==> src/rtl/nbit_pipelined_cla_adder.sv <==
// Pipelined n-bit carry-lookahead add/subtract with valid/ready flow control.
// Each stage resolves one SLICE-wide slice; operands and partial sums ride along in the stage registers.
module nbit_pipelined_cla_adder #(
    parameter int BIT_NUMBER = 64,
    parameter int STAGES     = 4
) (
    input  logic                  clk,
    input  logic                  rst_n,
    input  logic                  in_valid,
    output logic                  in_ready,
    input  logic [BIT_NUMBER-1:0] X,
    input  logic [BIT_NUMBER-1:0] Y,
    input  logic                  initCin,
    input  logic                  sub,
    output logic                  out_valid,
    input  logic                  out_ready,
    output logic [BIT_NUMBER-1:0] S,
    output logic                  Cout,
    output logic                  overflow
);

    localparam int SLICE = BIT_NUMBER / STAGES;
    localparam int LAST  = STAGES - 1;

    typedef struct packed {
        logic [BIT_NUMBER-1:0] x;
        logic [BIT_NUMBER-1:0] y;
        logic [BIT_NUMBER-1:0] s;
        logic                  c;
        logic                  ov;
    } stage_t;

    stage_t            src  [STAGES];
    stage_t            st_d [STAGES];
    stage_t            st_q [STAGES];
    logic [STAGES-1:0] src_v;
    logic [STAGES-1:0] v_d;
    logic [STAGES-1:0] v_q;
    logic [STAGES-1:0] ld;
    logic [STAGES:0]   rdy;

    always_comb begin
        logic [SLICE:0]   cc;
        logic [SLICE-1:0] g;
        logic [SLICE-1:0] p;
        int unsigned      j;

        cc    = '0;
        g     = '0;
        p     = '0;
        j     = 0;
        rdy   = '0;
        src_v = '0;
        v_d   = '0;
        ld    = '0;

        rdy[STAGES] = out_ready;
        for (int unsigned i = 0; i < STAGES; i++) begin
            j          = LAST - i;
            rdy[j]     = !v_q[j] | rdy[j+1];
        end

        // Stage 0 sources straight from the ports with operand prep applied.
        src[0].x  = X;
        src[0].y  = sub ? ~Y : Y;
        src[0].s  = '0;
        src[0].c  = sub | initCin;
        src[0].ov = 1'b0;
        src_v[0]  = in_valid;
        for (int unsigned k = 1; k < STAGES; k++) begin
            src[k]   = st_q[k-1];
            src_v[k] = v_q[k-1];
        end

        for (int unsigned k = 0; k < STAGES; k++) begin
            st_d[k] = src[k];
            cc      = '0;
            cc[0]   = src[k].c;
            g       = src[k].x[k*SLICE +: SLICE] & src[k].y[k*SLICE +: SLICE];
            p       = src[k].x[k*SLICE +: SLICE] ^ src[k].y[k*SLICE +: SLICE];
            for (int unsigned i = 0; i < SLICE; i++) begin
                cc[i+1] = g[i] | (p[i] & cc[i]);
            end
            st_d[k].s[k*SLICE +: SLICE] = p ^ cc[SLICE-1:0];
            st_d[k].c                   = cc[SLICE];
            if (k == LAST) begin
                st_d[k].ov = cc[SLICE] ^ cc[SLICE-1];
            end
            v_d[k] = rdy[k] ? src_v[k] : v_q[k];
            ld[k]  = rdy[k] & src_v[k];
        end
    end

    always_ff @(posedge clk or negedge rst_n) begin
        if (!rst_n) begin
            v_q <= '0;
            for (int unsigned k = 0; k < STAGES; k++) begin
                st_q[k] <= '0;
            end
        end else begin
            v_q <= v_d;
            for (int unsigned k = 0; k < STAGES; k++) begin
                if (ld[k]) begin
                    st_q[k] <= st_d[k];
                end
            end
        end
    end

    assign in_ready  = rdy[0];
    assign out_valid = v_q[LAST];
    assign S         = st_q[LAST].s;
    assign Cout      = st_q[LAST].c;
    assign overflow  = st_q[LAST].ov;

endmodule

==> config.mk <==
export PLATFORM = sky130hd
export DESIGN_NAME = nbit_pipelined_cla_adder
export DESIGN_NICKNAME = d
export VERILOG_FILES = /design/src/rtl/nbit_pipelined_cla_adder.sv
export SDC_FILE = /design/constraint.sdc
export NUM_CORES = 1
export LEC_CHECK = 0
export ABC_AREA = 0
export CORE_UTILIZATION = 50
export CTS_CLUSTER_DIAMETER = 120
export DETAILED_ROUTE_END_ITERATION = 8
export GPL_TIMING_DRIVEN = 0
export HOLD_SLACK_MARGIN = 0.06
export MAX_ROUTING_LAYER = met4
export PLACE_DENSITY = 0.8
export SKIP_CTS_REPAIR_TIMING = 1
export SLEW_MARGIN = 20
export SYNTH_ARGS = -nofsm -noshare
export SYNTH_HDL_FRONTEND = slang
export SYNTH_SLANG_ARGS = --single-unit
==> constraint.sdc <==
create_clock -name clk -period 16.2 [get_ports clk]
set_clock_uncertainty 0.1 [all_clocks]
set_input_delay 2.43 -clock clk [delete_from_list [all_inputs] [get_ports clk]]
set_output_delay 2.43 -clock clk [all_outputs]
set_load 0.01 [all_outputs]
==> reports/metrics.cfg <==
[pwr]
totalPowerFinal_w=0.00331
leakage_power_nw=8.63
vdd.ir_drop.worst_mv=0.0805
power.density_nw_per_um2=169

[logic_synthesis]
yosys_register_bits=361
mappedNetlistArea_um2=15700
avgSynthCellArea_um2=15.9
number_of_warnings_reported_in_the_yosys_synthesis_log=0
mappedNetlistNets=1182
synth.lib_cells_used.distinct=20
synthCells=984
synth-seq-area-share=0.577

[route]
postRouteAntennaNets=0
drt_total_wl_mm=31.3
detail_route.vias_per_cell=5.10
detail_route.iter0.violations=297
firstDrtPassIters=4
vias=8412
wire_per_inst_um=19.0
drcViolationCount=0

[global_routing]
grt_max_degree=101
top_usage_layer=met2
globalRouteMet2Util=0.336
grt_util_met3=0.0405
first_global_vias=9214
use_met1=0.289
grt-ovfl-total=0
grt_pass1_wl_mm=50.3
grt_antenna_before_repair=1
global_router_s_overall_resource_usage=0.213

[worst_setup_path]
setup.worst_path.end_class=register
critical_path.cell_chain=buf_2 -> buf_4 -> buf_2 -> nor2_1 -> fa_1 -> fa_1 -> fa_1 -> fa_1 -> fa_1 -> fa_1 -> fa_1 -> fa_1 -> fa_1 -> fa_1 -> fa_1 -> fa_1 -> fa_1 -> fa_1 -> fa_1 -> inv_1 -> fa_1 -> mux2_2
crit_required_ns=16.49
setup.worst_path.class=in2reg
cp.arrival_ns=10.78
worstSetupStartpointType=primary input
cpMaxStageDelayCell=sky130_fd_sc_hd__fa_1
reg2reg_slack_ns=8.90
critical-path-max-stage-delay_ns=0.47
crit_top_cell=sky130_fd_sc_hd__fa_1
crit_fanout=10

[timing]
finalMaxSlewViolations=0
fmax_mhz=95.4
final.hold.worst_slack_ns=0.396
number_of_endpoints_with_negative_hold_slack_in_the_final_report=0
fin_tns_setup_ns=0
grt_setup_unrepaired=false
period_share=0.647
timing.final.setup_violations=0
max_slew_margin=0.450
setup_ws_ns=5.72
period_needed_ns=10.48
transition_at_the_pin_with_the_smallest_max_transition_slack_ns=0.825

[clock_network]
cts_sink_cnt=361
cts_buffer_depth=3
cts_tree=built
cts_max_level=2
cts_inserted_buffers=38
clk_latency_ns=0.51
worst_setup_hold_path_clk_slew_ns=0.06
clock_root_buffer=sky130_fd_sc_hd__clkbuf_16

[layout]
multiInputGateArea_um2=6110
ratio_of_cells_with_drive_above_1_in_the_final_layout=0.342
fill_cells=2195
area_growth_pct=25.2
nets=1426
layout.area.seq_um2=9030

[min_path]
worstHoldPathType=reg2reg

[floorplanning]
start_util=0.510
top_level_ports=202
die_height_um=179
die_w_um=179
core_region_area_um2=30700
placementRows=64
dieArea_um2=32000

[status]
run_status=completed

[placement]
gp_congestion=0.772
port_buffers=200
pre_cts_setup_slack_ns=5.10
place.detailed.hpwl_mm=22.1

[flow_run]
maxCapViolCount=0

cell usage in the layout (no fill, tap or decap):
cell,synthesis,layout
sky130_fd_sc_hd__dfrtp_1,361,361
sky130_fd_sc_hd__mux2_2,263,263
sky130_fd_sc_hd__clkdlybuf4s50_1,0,199
sky130_fd_sc_hd__fa_1,64,64
sky130_fd_sc_hd__inv_1,58,58
sky130_fd_sc_hd__mux2_4,53,53
sky130_fd_sc_hd__xor2_1,47,47
sky130_fd_sc_hd__clkbuf_16,0,41
sky130_fd_sc_hd__o21ai_0,36,36
sky130_fd_sc_hd__buf_2,32,32
sky130_fd_sc_hd__mux2i_1,23,23
sky130_fd_sc_hd__xnor2_1,18,18
sky130_fd_sc_hd__clkbuf_8,0,9
sky130_fd_sc_hd__buf_6,7,7
sky130_fd_sc_hd__clkbuf_1,4,6
sky130_fd_sc_hd__clkinv_2,0,6
sky130_fd_sc_hd__nand2_1,5,5
sky130_fd_sc_hd__nand2b_1,4,4
sky130_fd_sc_hd__buf_4,4,4
sky130_fd_sc_hd__bufinv_16,0,4
sky130_fd_sc_hd__buf_16,0,4
sky130_fd_sc_hd__clkinvlp_4,0,3
sky130_fd_sc_hd__diode_2,0,2
sky130_fd_sc_hd__nor2_1,1,1
sky130_fd_sc_hd__and4b_4,1,1
sky130_fd_sc_hd__a21boi_4,1,1
sky130_fd_sc_hd__nand4b_1,1,1
sky130_fd_sc_hd__nand3b_1,1,1
sky130_fd_sc_hd__buf_8,0,1
state kept, by name (all words and copies together) (netlist names):
name / cells
v_q: 4
src: 291
Cout: 1
S: 64
overflow: 1
worst max-delay path, delay by kind of cell:
| kind | cells | cell delay, ns |
|---|---|---|
| buffers and inverters | 4 | 0.99 |
| and+or+nand+nor | 1 | 0.11 |
| muxes | 1 | 0.27 |
| adders and majority gates | 16 | 6.97 |
kinds of logic (layout without fill, tap and decap cells):
logic type,after synthesis,in the layout,synth area share
fa+ha+maj,64,64,0.0819
flops,361,361,0.577
buf+inv,105,374,0.0321
simple gates,13,13,0.00496
other cells,0,2,0
compound gates,37,37,0.0127
xor+xnor,65,65,0.0364
mux,339,339,0.255
per-stage QoR:
stage / area [µm²] / instances / utilization
2_1_floorplan: 15700 / 984 / -
3_3_place_gp: 18100 / 1580 / 0.592
3_5_place_dp: 18300 / 1584 / 0.595
4_1_cts: 19600 / 1649 / 0.639
5_1_grt: 19600 / 1650 / 0.639
6_report: 19600 / 1651 / 0.639
synth_stat cells, drive strengths merged:
cell,instances,area [µm²]
a21boi,1,18.8
and4b,1,13.8
buf,43,269
clkbuf,4,15.0
dfrtp,361,9030
fa,64,1280
inv,58,218
mux2,316,3760
mux2i,23,230
nand2,5,18.8
nand2b,4,25.0
nand3b,1,7.51
nand4b,1,8.76
nor2,1,3.75
o21ai,36,180
xnor2,18,158
xor2,47,412
layer usage:
metal  vias up  wire length, µm
met5         -                0
met4         0              393
met3        36             1610
met2       191            15200
met1      4382            14200
li1       3803                -
power by group:
group	internal, W	switching [W]
Combinational	0.000592	0.000380
Clock	0.000562	0.000345
Sequential	0.00124	0.000191
cell type report:
cell class / instances / area share
Inverter: 58 / 0.0111
Clock inverter: 13 / 0.00881
Timing Repair Buffer: 204 / 0.108
Buffer: 47 / 0.0145
Tap cell: 396 / 0.0253
Multi-Input combinational cell: 518 / 0.312
Antenna cell: 2 / 0.000255
Sequential cell: 361 / 0.461
Clock buffer: 52 / 0.0591
final timing paths:
path,start,end,cells after the start
max,sub,src[405]$_DFFE_PN0P_,22
min in group asynchronous,rst_n,src[499]$_DFFE_PN0P_,1
max in group asynchronous,rst_n,src[127]$_DFFE_PN0P_,3
max reg2reg,src[534]$_DFFE_PN0P_,src[227]$_DFFE_PN0P_,20
min reg2reg,src[316]$_DFFE_PN0P_,src[122]$_DFFE_PN0P_,1
min,src[316]$_DFFE_PN0P_,src[122]$_DFFE_PN0P_,1
No activity file was read; power rests on OpenSTA's default activity.
